--- src/rtl/bus_decoder_if.sv ---
// CPU-side bus bundle for bus_decoder: address, cycle type, strobes, and the
// decoded selects / wait / error returned to the CPU.
interface bus_decoder_if;
  logic [21:0] address_bus;
  logic        mem_io;
  logic        rd;
  logic        wr;
  logic        bios_rom_cs;
  logic        bios_ram_cs;
  logic        ext_mem_cs;
  logic [7:0]  io_cs;
  logic        pin_wait;
  logic        bus_err;

  modport master (
    output address_bus, mem_io, rd, wr,
    input  bios_rom_cs, bios_ram_cs, ext_mem_cs, io_cs, pin_wait, bus_err
  );

  modport slave (
    input  address_bus, mem_io, rd, wr,
    output bios_rom_cs, bios_ram_cs, ext_mem_cs, io_cs, pin_wait, bus_err
  );
endinterface

--- src/rtl/bus_decoder.sv ---
// Address decoder and per-region wait-state generator: active-low chip selects
// for ROM/RAM/external memory/eight I/O slots, pin_wait back to the CPU, bus_err on rd&wr.
module bus_decoder #(
  parameter int unsigned ROM_WS = 2,
  parameter int unsigned RAM_WS = 0,
  parameter int unsigned EXT_WS = 3,
  parameter int unsigned IO_WS  = 1
) (
  input  logic           clk,
  input  logic           arst_n,
  bus_decoder_if.slave   bus
);

  typedef enum logic [1:0] {IDLE, WAIT, DONE} state_t;

  state_t     state_q, state_d;
  logic [3:0] cnt_q, cnt_d;
  logic       illegal_q, illegal_d;
  logic       bus_err_q, bus_err_d;

  logic       strb;
  logic       illegal;
  logic       rom_hit, ram_hit, ext_hit, io_hit;
  logic       sel_en;
  logic [3:0] ws;
  logic       pin_wait;

  always_comb begin
    strb    = (~bus.rd) ^ (~bus.wr);
    illegal = (~bus.rd) & (~bus.wr);
    rom_hit = bus.mem_io && (bus.address_bus[21:15] == 7'd0);
    ram_hit = bus.mem_io && (bus.address_bus[21:15] == 7'd1);
    ext_hit = bus.mem_io && !rom_hit && !ram_hit;
    io_hit  = !bus.mem_io && (bus.address_bus[21:7] == 15'd0);
    ws = 4'd0;
    if (rom_hit)      ws = 4'(ROM_WS);
    else if (ram_hit) ws = 4'(RAM_WS);
    else if (ext_hit) ws = 4'(EXT_WS);
    else if (io_hit)  ws = 4'(IO_WS);
    // Reset blanks every select and the wait request without waiting for a clock.
    sel_en = strb & arst_n;
  end

  assign bus.bios_rom_cs = ~(sel_en & rom_hit);
  assign bus.bios_ram_cs = ~(sel_en & ram_hit);
  assign bus.ext_mem_cs  = ~(sel_en & ext_hit);
  assign bus.io_cs       = (sel_en & io_hit) ? ~(8'd1 << bus.address_bus[6:4]) : 8'hFF;

  always_comb begin
    state_d   = state_q;
    cnt_d     = cnt_q;
    illegal_d = illegal;
    bus_err_d = illegal & ~illegal_q;
    pin_wait  = 1'b0;
    if (illegal) begin
      state_d = DONE;
    end else begin
      unique case (state_q)
        IDLE: begin
          pin_wait = strb & (ws != 4'd0);
          if (strb && ws != 4'd0) begin
            state_d = WAIT;
            cnt_d   = ws - 4'd1;
          end else if (strb) begin
            state_d = DONE;
          end
        end
        WAIT: begin
          pin_wait = strb & (cnt_q != 4'd0);
          if (!strb)               state_d = IDLE;
          else if (cnt_q == 4'd0)  state_d = DONE;
          else                     cnt_d   = cnt_q - 4'd1;
        end
        DONE: begin
          if (!strb) state_d = IDLE;
        end
        default: state_d = IDLE;
      endcase
    end
  end

  assign bus.pin_wait = pin_wait & arst_n;
  assign bus.bus_err  = bus_err_q;

  always_ff @(posedge clk or negedge arst_n) begin
    if (!arst_n) begin
      state_q   <= IDLE;
      cnt_q     <= 4'd0;
      illegal_q <= 1'b0;
      bus_err_q <= 1'b0;
    end else begin
      state_q   <= state_d;
      cnt_q     <= cnt_d;
      illegal_q <= illegal_d;
      bus_err_q <= bus_err_d;
    end
  end

endmodule

--- src/flat_wrapper.sv ---
// flat-port wrapper written by rule: the top's interface ports become plain ports
module bus_decoder_flat 
#(
  parameter int unsigned ROM_WS = 2,
  parameter int unsigned RAM_WS = 0,
  parameter int unsigned EXT_WS = 3,
  parameter int unsigned IO_WS  = 1
)
  (clk, arst_n, bus_address_bus, bus_mem_io, bus_rd, bus_wr, bus_bios_rom_cs, bus_bios_ram_cs, bus_ext_mem_cs, bus_io_cs, bus_pin_wait, bus_bus_err);
  bus_decoder_if bus_i ();
  input  logic clk;
  input  logic arst_n;
  input wire logic [$bits(bus_i.address_bus)-1:0] bus_address_bus;
  input wire logic [$bits(bus_i.mem_io)-1:0] bus_mem_io;
  input wire logic [$bits(bus_i.rd)-1:0] bus_rd;
  input wire logic [$bits(bus_i.wr)-1:0] bus_wr;
  output wire logic [$bits(bus_i.bios_rom_cs)-1:0] bus_bios_rom_cs;
  output wire logic [$bits(bus_i.bios_ram_cs)-1:0] bus_bios_ram_cs;
  output wire logic [$bits(bus_i.ext_mem_cs)-1:0] bus_ext_mem_cs;
  output wire logic [$bits(bus_i.io_cs)-1:0] bus_io_cs;
  output wire logic [$bits(bus_i.pin_wait)-1:0] bus_pin_wait;
  output wire logic [$bits(bus_i.bus_err)-1:0] bus_bus_err;
  assign bus_i.address_bus = bus_address_bus;
  assign bus_i.mem_io = bus_mem_io;
  assign bus_i.rd = bus_rd;
  assign bus_i.wr = bus_wr;
  assign bus_bios_rom_cs = bus_i.bios_rom_cs;
  assign bus_bios_ram_cs = bus_i.bios_ram_cs;
  assign bus_ext_mem_cs = bus_i.ext_mem_cs;
  assign bus_io_cs = bus_i.io_cs;
  assign bus_pin_wait = bus_i.pin_wait;
  assign bus_bus_err = bus_i.bus_err;
  bus_decoder #(.ROM_WS(ROM_WS), .RAM_WS(RAM_WS), .EXT_WS(EXT_WS), .IO_WS(IO_WS)) u_core (.clk(clk), .arst_n(arst_n), .bus(bus_i));
endmodule
--- config.mk ---
export PLATFORM = sky130hd
export DESIGN_NAME = bus_decoder_flat
export DESIGN_NICKNAME = d
export VERILOG_FILES = /design/src/rtl/bus_decoder_if.sv /design/src/rtl/bus_decoder.sv /design/src/flat_wrapper.sv
export SDC_FILE = /design/constraint.sdc
export NUM_CORES = 1
export LEC_CHECK = 0
export BUFFER_PORTS_ARGS = -buffer_cell sky130_fd_sc_hd__buf_2
export CAP_MARGIN = 5
export CORE_MARGIN = 2
export CORE_UTILIZATION = 45
export CTS_CLUSTER_DIAMETER = 30
export CTS_CLUSTER_SIZE = 16
export DETAILED_ROUTE_END_ITERATION = 16
export PLACE_DENSITY = 0.82
export SYNTH_ARGS = -nofsm -noshare
export SYNTH_HDL_FRONTEND = slang
export SYNTH_SLANG_ARGS = --single-unit
--- constraint.sdc ---
create_clock -name clk -period 2.7 [get_ports clk]
set_input_delay 0 -clock clk [delete_from_list [all_inputs] [get_ports clk]]
set_output_delay 0 -clock clk [all_outputs]
set_load 0.05 [all_outputs]
==> results.cfg <==
[sta]
drv_slew = 0
rsz0062_at_grt = false
tns_ns = 0
fin_skew_ns = 0.001386
max_freq_mhz = 469.0
fin_crit_sh_pct = 78.97
min_period_ns = 2.132
report.final.hold_viol_count = 0
worst_pin_slew_ns = 0.4620
setup_violations = 0
slew_headroom_pct = 68.91

[die]
die_y_um = 42.79
die_area_mm2 = 0.001831
initial_core_util_pct = 50.14
num_rows = 13
core_area_mm2 = 0.001350
io_pins = 40
die_width_um = 42.79

[route]
routed_wirelength_mm = 1.714
num_vias = 758
viasPerCell = 5.574
route.detailed.drc = 0
drt_pass1_iterations = 4
detail-route-antenna-nets = 0
drt_iter0_drc = 15
wire_per_inst_um = 12.60

[power_and_ir_drop]
combPwrFrac_pct = 35.6
irDropWorstVdd_mv = 0.3143
leakage_uw = 0.0004181
switchingPower_uw = 149.1
power_frac_seq_pct = 42.7
power_frac_clock_pct = 21.7
intPower_uw = 266.6
power_density_mw_per_mm2 = 464.0
p_sw_share_pct = 35.87
power_uw = 415.7

[clock_network]
clk_path_buf_depth = 2
htree_num_levels = 1
insertion_delay_ns = 0.25
cts_root_buf = clkbuf_4
cts.sinks = 8
cts.reportedPaths.clkPinSlew_ns = 0.05
cts_resized = 0
cts_buffers = 3
tritoncts = built

[final_layout]
fill_cells = 109
nets = 153
area_delta_synth_final_pct = 32.35
diodes = 0
drive_gt1_share_pct = 37.19

[yosys]
syn-cell-area_um2 = 676.9
syn_area_per_cell_um2 = 8.155
yosysSeqAreaShare_pct = 29.57
yosys.area.top_type = dfrtp_1
synth_edf_count = 0
ys_ff_latch = 8
synthCells = 83
ys_async_sr_fraction_pct = 100.0
yosys_warnings = 0
ys.flop_type = dfrtp_1
syn_nets = 113
ys_types = 28
netlist.area_leader.share_pct = 29.57
yosys-top-cells-area = dfrtp_1 30%, nand2_1 6.7%, ha_1 5.5%

[critical_path]
crit_family = simple AND/OR/NAND/NOR gates
cp_num_buf_inv = 1
required_ns = 2.70
path_class = flop to output pin
cp_max_fo = 5
cp_cell_sequence = nor4_1, nand2_1, a32oi_4, and2b_2, buf_2
slowest_delay_ns = 0.46
cp.arrival_ns = 2.13
cp_slowest_cell = nor4_1
critPathLaunchType = flop
end_kind = output pin

[run_status]
status = completed

[global_routing]
grt-ovfl-total = 0
grt_max_degree = 12
grt_pass1_wl_mm = 3.056
track_usage_pct = 21.43
antenna_found_initial = 0
grt_pass1_vias = 751

[placement]
dp_hpwl_mm = 1.419
portBuffers = 35
routabilityCongestion = 0.8089

[worst_hold_path]
hold_path_class = input port to asynchronous set/reset pin

[flow_run]
max_cap_viol_count = 0
==> final cells by class <==
type | count | area, um2 | area share (%)
sequential | 8 | 200.2 | 22.35
clock buffer | 3 | 22.52 | 2.514
multi-input combinational | 67 | 442.9 | 49.44
timing repair buffer | 36 | 185.2 | 20.67
inverter | 7 | 26.28 | 2.933
tap | 15 | 18.77 | 2.095
==> cell usage after synthesis, drive strengths merged (2+ instances only) <==
library cell   n
nand2         12
nor2           9
dfrtp          8
inv            7
nor4           6
nor2b          5
nor3           4
a21oi          3
ha             3
nand2b         3
nand3          3
o21ai          3
and2b          2
nand4          2
==> cells in the final DEF, fill, tap and decap left out, types with 2 or more instances in the layout <==
master / Yosys / layout
a21oi_1: 3 / 3
and2b_2: 2 / 2
buf_2: 0 / 35
clkbuf_4: 0 / 3
dfrtp_1: 8 / 8
ha_1: 3 / 3
inv_1: 7 / 7
nand2_1: 12 / 12
nand2b_1: 3 / 3
nand3_1: 3 / 3
nand4_1: 2 / 2
nor2_1: 9 / 9
nor2b_1: 5 / 5
nor3_1: 4 / 4
nor4_1: 5 / 5
o21ai_0: 3 / 3
==> worst paths after layout <==
check | slack (ns) | end | cells after the start | start
max in group asynchronous | 2.38 | u_core.cnt_q[0]$_DFFE_PN0P_ | 2 | arst_n
setup / recovery | 0.57 | bus_pin_wait | 5 | u_core.cnt_q[2]$_DFFE_PN0P_
hold reg to reg | 0.40 | u_core.bus.bus_err$_DFF_PN0_ | 1 | u_core.illegal_q$_DFF_PN0_
hold / removal | 0.13 | u_core.state_q[0]$_DFFE_PN0P_ | 2 | arst_n
setup reg to reg | 0.82 | u_core.cnt_q[0]$_DFFE_PN0P_ | 4 | u_core.cnt_q[2]$_DFFE_PN0P_
min in group clk | 0.22 | u_core.illegal_q$_DFF_PN0_ | 3 | bus_rd
==> per-stage QoR <==
stage | setup slack (ns) | util (%) | instances | cell area (um2) | hold WS, ns
after floorplan | 1.068 | - | 83 | 676.9 | -0.2956
after global placement | 0.8949 | 63.95 | 132 | 863.3 | -0.1334
after detailed placement | 0.8696 | 63.95 | 132 | 863.3 | -0.1348
after CTS | 0.5762 | 66.36 | 136 | 895.9 | 0.1364
after global routing | 0.4423 | 66.36 | 136 | 895.9 | 0.1410
final | 0.5677 | 66.36 | 136 | 895.9 | 0.1332
==> cells by family (layout without fill, tap and decap cells) <==
kind of cell	Yosys count	count (layout)	synth area share [%]
and+or+nand+nor	49	49	39.93
AOI/OAI and AO/OA	13	13	16.27
muxes	2	2	3.696
adders and majority gates	3	3	5.546
buffers and inverters	8	46	4.992
DFF	8	8	29.57
==> flip-flops by register name, indices dropped and copies added, names as in the netlist <==
name	cells
u_core.illegal_q	1
u_core.cnt_q	4
u_core.state_q	2
u_core.bus.bus_err	1
==> what timing repair did <==
action / 4_1_cts / 5_1_grt
buffers inserted: 0 / 0
endpoints found under the hold margin: 8 / 0
hold buffers: 1 / 0
==> layer usage <==
| layer | vias up | share of wire (%) | global-route usage, % |
|---|---|---|---|
| met5 | - | 0 | 0 |
| met4 | 0 | 2.1 | 9.375 |
| met3 | 6 | 5.4 | 2.979 |
| met2 | 31 | 52 | 38.79 |
| met1 | 343 | 41 | 24.48 |
| li1 | 378 | - | - |
==> power by group through the flow <==
stage	Combinational [uW]	Sequential [uW]	Clock, uW
finish	148	177	90.3
global placement	140	174	0
detailed placement	145	178	0
global route	164	181	102
floorplan	107	168	0
CTS	148	177	92.7
Note: power is estimated with default switching activity, not from simulation.
